--- src/rtl/spi_frame_rx.sv ---
// spi_frame_rx: SPI initiator that clocks one WIDTH-bit frame out of a
// shift-out responder once its done flag rises. The assembled word is handed
// to the local consumer over a valid/ready handshake.
//
// Parameters
//   WIDTH    bits per frame (>= 2)
//   CLK_DIV  clk cycles per sck half-period (>= 1)
// Ports
//   clk        system clock
//   reset      asynchronous active-low reset
//   done       responder frame-ready flag (asynchronous, synchronized here)
//   sdi        serial data from the responder, sampled on rising sck
//   sck        serial clock, idles low (registered)
//   out_data   received frame, first received bit in the MSB (registered)
//   out_valid  out_data holds a complete, unconsumed frame (registered)
//   out_ready  consumer accepts the frame when out_valid is also high
module spi_frame_rx #(
  parameter int unsigned WIDTH   = 32,
  parameter int unsigned CLK_DIV = 2
) (
  input  logic             clk,
  input  logic             reset,
  input  logic             done,
  input  logic             sdi,
  output logic             sck,
  output logic [WIDTH-1:0] out_data,
  output logic             out_valid,
  input  logic             out_ready
);

  localparam int unsigned CNT_W = $clog2(WIDTH + 1);
  localparam int unsigned DIV_W = (CLK_DIV > 1) ? $clog2(CLK_DIV) : 1;
  localparam logic [DIV_W-1:0] DIV_LAST = DIV_W'(CLK_DIV - 1);
  localparam logic [CNT_W-1:0] BIT_LAST = CNT_W'(WIDTH);

  typedef enum logic [2:0] {
    S_REARM,
    S_IDLE,
    S_LEAD,
    S_SHIFT,
    S_PRESENT
  } state_t;

  state_t           state_q, state_d;
  logic             done_m, done_s;
  logic [DIV_W-1:0] div_q, div_d;
  logic [CNT_W-1:0] bit_q, bit_d;
  logic [WIDTH-1:0] shreg_q, shreg_d;
  logic             sck_d;
  logic [WIDTH-1:0] data_d;
  logic             valid_d;
  logic             div_tc;

  assign div_tc = (div_q == DIV_LAST);

  // State and datapath registers. The synchronizer resets to 1 so that a
  // done flag already high at reset release keeps REARM waiting for a real
  // low instead of seeing the reset value and capturing a stale frame.
  always_ff @(posedge clk or negedge reset) begin
    if (!reset) begin
      done_m    <= 1'b1;
      done_s    <= 1'b1;
      state_q   <= S_REARM;
      div_q     <= '0;
      bit_q     <= '0;
      shreg_q   <= '0;
      sck       <= 1'b0;
      out_data  <= '0;
      out_valid <= 1'b0;
    end else begin
      done_m    <= done;
      done_s    <= done_m;
      state_q   <= state_d;
      div_q     <= div_d;
      bit_q     <= bit_d;
      shreg_q   <= shreg_d;
      sck       <= sck_d;
      out_data  <= data_d;
      out_valid <= valid_d;
    end
  end

  // Next-state and next-output logic.
  always_comb begin
    state_d = state_q;
    div_d   = div_q;
    bit_d   = bit_q;
    shreg_d = shreg_q;
    sck_d   = sck;
    data_d  = out_data;
    valid_d = out_valid;

    case (state_q)
      S_REARM: begin
        sck_d = 1'b0;
        if (!done_s) state_d = S_IDLE;
      end

      S_IDLE: begin
        sck_d = 1'b0;
        if (done_s) begin
          state_d = S_LEAD;
          div_d   = '0;
          bit_d   = '0;
        end
      end

      // The edge leaving LEAD is the first rising sck, so MSB settle time is
      // exactly one half-period.
      S_LEAD: begin
        if (div_tc) begin
          div_d   = '0;
          sck_d   = 1'b1;
          shreg_d = {shreg_q[WIDTH-2:0], sdi};
          bit_d   = bit_q + CNT_W'(1);
          state_d = S_SHIFT;
        end else begin
          div_d = div_q + DIV_W'(1);
        end
      end

      // Rising toggles sample sdi; the falling toggle after the last sample
      // ends the frame and publishes the word on the same edge.
      S_SHIFT: begin
        if (div_tc) begin
          div_d = '0;
          sck_d = ~sck;
          if (!sck) begin
            shreg_d = {shreg_q[WIDTH-2:0], sdi};
            if (bit_q != BIT_LAST) bit_d = bit_q + CNT_W'(1);
          end else if (bit_q == BIT_LAST) begin
            data_d  = shreg_q;
            valid_d = 1'b1;
            state_d = S_PRESENT;
          end
        end else begin
          div_d = div_q + DIV_W'(1);
        end
      end

      S_PRESENT: begin
        sck_d = 1'b0;
        if (out_valid && out_ready) begin
          valid_d = 1'b0;
          state_d = S_REARM;
        end
      end

      default: begin
        sck_d   = 1'b0;
        state_d = S_REARM;
      end
    endcase
  end

endmodule
--- config.mk ---
export PLATFORM = sky130hd
export DESIGN_NAME = spi_frame_rx
export DESIGN_NICKNAME = d
export VERILOG_FILES = /design/src/rtl/spi_frame_rx.sv
export SDC_FILE = /design/constraint.sdc
export NUM_CORES = 1
export LEC_CHECK = 0
export ABC_AREA = 1
export ABC_CLOCK_PERIOD_IN_PS = 1820
export CORE_MARGIN = 1
export CORE_UTILIZATION = 58
export CTS_BUF_LIST = sky130_fd_sc_hd__clkbuf_8
export DETAILED_ROUTE_END_ITERATION = 12
export PLACE_DENSITY_LB_ADDON = 0.15
export SKIP_LAST_GASP = 1
export SYNTH_ARGS = -nofsm -noshare
export SYNTH_HDL_FRONTEND = slang
export SYNTH_SLANG_ARGS = --single-unit
--- constraint.sdc ---
create_clock -name clk -period 1.82 [get_ports clk]
set_input_delay 0.182 -clock clk [delete_from_list [all_inputs] [get_ports clk]]
set_output_delay 0.182 -clock clk [all_outputs]
set_load 0.005 [all_outputs]
==> metrics <==
vias in the first global route 2294; ANT nets after route 0; maximum vdd ir drop approximately 750 uV; max incr delay on CP approximately 460 ps; reg2reg start state_q[2]; full die area 6100 sq um; minimum clock period 1660 ps; most common cell in the netlist nand2_1; Starting Density approximately three fifths; Synth Instances approximately 360; Slew HR 71.9%; first-pass GRT wire length 10300 microns; Vias 2352; final hold violations 0; GRT Util Overall 22.6%; Layout Cell Area excl Fill 3960 sq um; Placer Congestion 0.826; P&R area growth vs syn 17.8%; row cnt 27; Leak 1.83 nW; Primary FF master, synth dfrtp_1; Routed WL 5900 microns; Die W 78.1 microns; drt pass-1 iters 4; TritonCTS clock tree yes; vias per cell 4.93; CTS sink count 78; Req. time, crit path 2070 ps; port buffer count 38; Netlist Area Pre-Place 3360 sq um; Synth Warn # 0; CTS root buffer clkbuf_8; Clock Latency Late Sink 350 ps; Pwr Density 1120 nW/um^2; fin. max-slew vios 0; post-synthesis sequential area ratio 58.2%; Crit Path Max Fanout 63; GR Overflow Total 0; ys async rst share 100%; largest net degree at the start of global routing 64; ant diodes 0; CTS clk-pin slew, worst paths 80 ps; status finished clean; clock skew between 10 and 15 ps; Cell Chain, Critical Path nor2_1 -> nand2_1 -> nand2_2 -> nand3_2 -> buf_12 -> o21ai_0; final number of setup-violating endpoints 0; layout cells sized above 1 a little over an eighth; Synth area leaders dfrtp_1 (57%), nand2_1 (12%), o21ai_2 (6.3%), inv_1 (5.1%), o21ai_1 (4.5%); Placed Area between 3000 and 4000 sq um; flop-to-flop setup slack 160 ps; syn_area_per_cell 9.35 sq um; final period utilization 91.3%; worst slew pin tran roughly 420 ps; Routed WL per cell 12.4 microns; Synth cell types 20; core area roughly 5500 sq um; Clock Tree Buf Depth 2; Crit Path Class register to register; num ports 39; Layout Nets 407; cts bufs inserted 9; # resized after CTS 0; Crit path arrival time 1910 ps; EDFF count, synth 0; critical path startpoint state_q[2]; Critical Path Sink Type register; Die H ~78 microns; reg2reg end shreg_q[13]; HP Class input port to register; Worst path slowest cell dfrtp_1; initial antenna violation count 0; largest area contributor in the netlist dfrtp_1; f_max 0.602 GHz; Setup TNS 0 ps; max-cap viol count 0; CP Launch Type register; post-synth net total approximately 370; HPWL after DPL just under 4000 microns; Synth Register Bits 78; commonest cells in the synthesized netlist nand2_1 (111), dfrtp_1 (76), inv_1 (46), o21ai_1 (30), o21ai_2 (24); top cell type's share of synthesized area a little under three fifths; RSZ-0062 raised after global routing no; # DRC 0; R2R cell count 6; crit path to shreg_q[13]; DR iter-0 viols 140; H-tree depth 3
==> sequential cells by signal (all words and copies together), names as in the netlist <==
register / cells
done_m: 1
bit_q: 6
sck: 1
shreg_q: 32
out_data: 32
done_s: 1
div_q: 1
state_q: 3
out_valid: 1
==> critical path, delay by kind of cell (launching register included) <==
family | cells | cell delay, ps
compound gates | 1 | 250
buf+inv | 1 | 210
flops | 1 | 460
simple gates | 4 | 620
==> metrics by stage <==
stage	util, %	power (mW)	instances	hold slack [ps]	setup WS, ps
final	71.4	4.45	477	244	159
after global routing	71.4	4.74	477	233	77.8
after CTS	71.4	4.49	477	235	156
after detailed placement	67.9	3.29	460	148	161
after global placement	67.9	3.23	460	141	270
after floorplan	-	3.06	359	-114	394
==> where the power goes <==
part | total [mW] | switching (mW) | internal (mW)
registers | 2.09 | 0.159 | 1.93
logic | 1.17 | 0.799 | 0.368
clock network | 1.19 | 0.621 | 0.570
==> metal layers <==
metal	part of all wire (%)	up-vias	GRT usage (%)
met4	2.1	0	11.1
met5	0	-	0
met2	48	47	37.4
met3	4.3	11	7.44
met1	45	1105	26.4
li1	-	1189	-
==> what timing repair did <==
| item | in CTS | in global routing |
|---|---|---|
| setup buffers | 0 | 0 |
| hold endpoints to repair | 27 | 0 |
| hold buffers | 1 | 0 |
==> cells by family after synthesis <==
logic type	Yosys count	share of synthesized area [%]
adder cells (fa/ha/maj)	2	0.745
flip-flops	78	58.2
AO/OA/AOI/OAI	68	12.8
AND/OR/NAND/NOR	148	18.0
buffers and inverters	60	9.39
XOR/XNOR	3	0.783
==> worst min-delay path by stage <==
stage                        end  depth (start not counted)  slack [ps]  start
floorplan               bit_q[0]                          0        -110  reset
global placement    out_data[26]                          1         140  reset
detailed placement  out_data[26]                          1         150  reset
CTS                       done_m                          1         230   done
global route              done_m                          1         230   done
finish                    done_m                          1         240   done
==> cell type report <==
cell class,instances,area [sq um]
sequential,78,1950
inverter,46,173
clock buffer,11,151
timing repair buffer,44,463
clock inverter,5,33.8
tap,72,90.1
fill,431,1590
multi-input combinational,221,1090
==> cell usage in the layout, fill, tap and decap left out, types with 2 or more instances in the layout <==
| cell | n |
|---|---|
| nand3_1 | 10 |
| o21ai_2 | 24 |
| a21oi_1 | 4 |
| nor2_4 | 2 |
| nand2_1 | 110 |
| xor2_1 | 2 |
| o21ai_1 | 30 |
| buf_4 | 3 |
| ha_1 | 2 |
| o21ai_0 | 10 |
| inv_1 | 47 |
| buf_12 | 3 |
| dfstp_2 | 2 |
| clkbuf_8 | 11 |
| dfrtp_1 | 76 |
| clkdlybuf4s50_1 | 37 |
| nand2_2 | 3 |
| nor2_1 | 20 |
No activity file was read; power rests on OpenSTA's default activity.
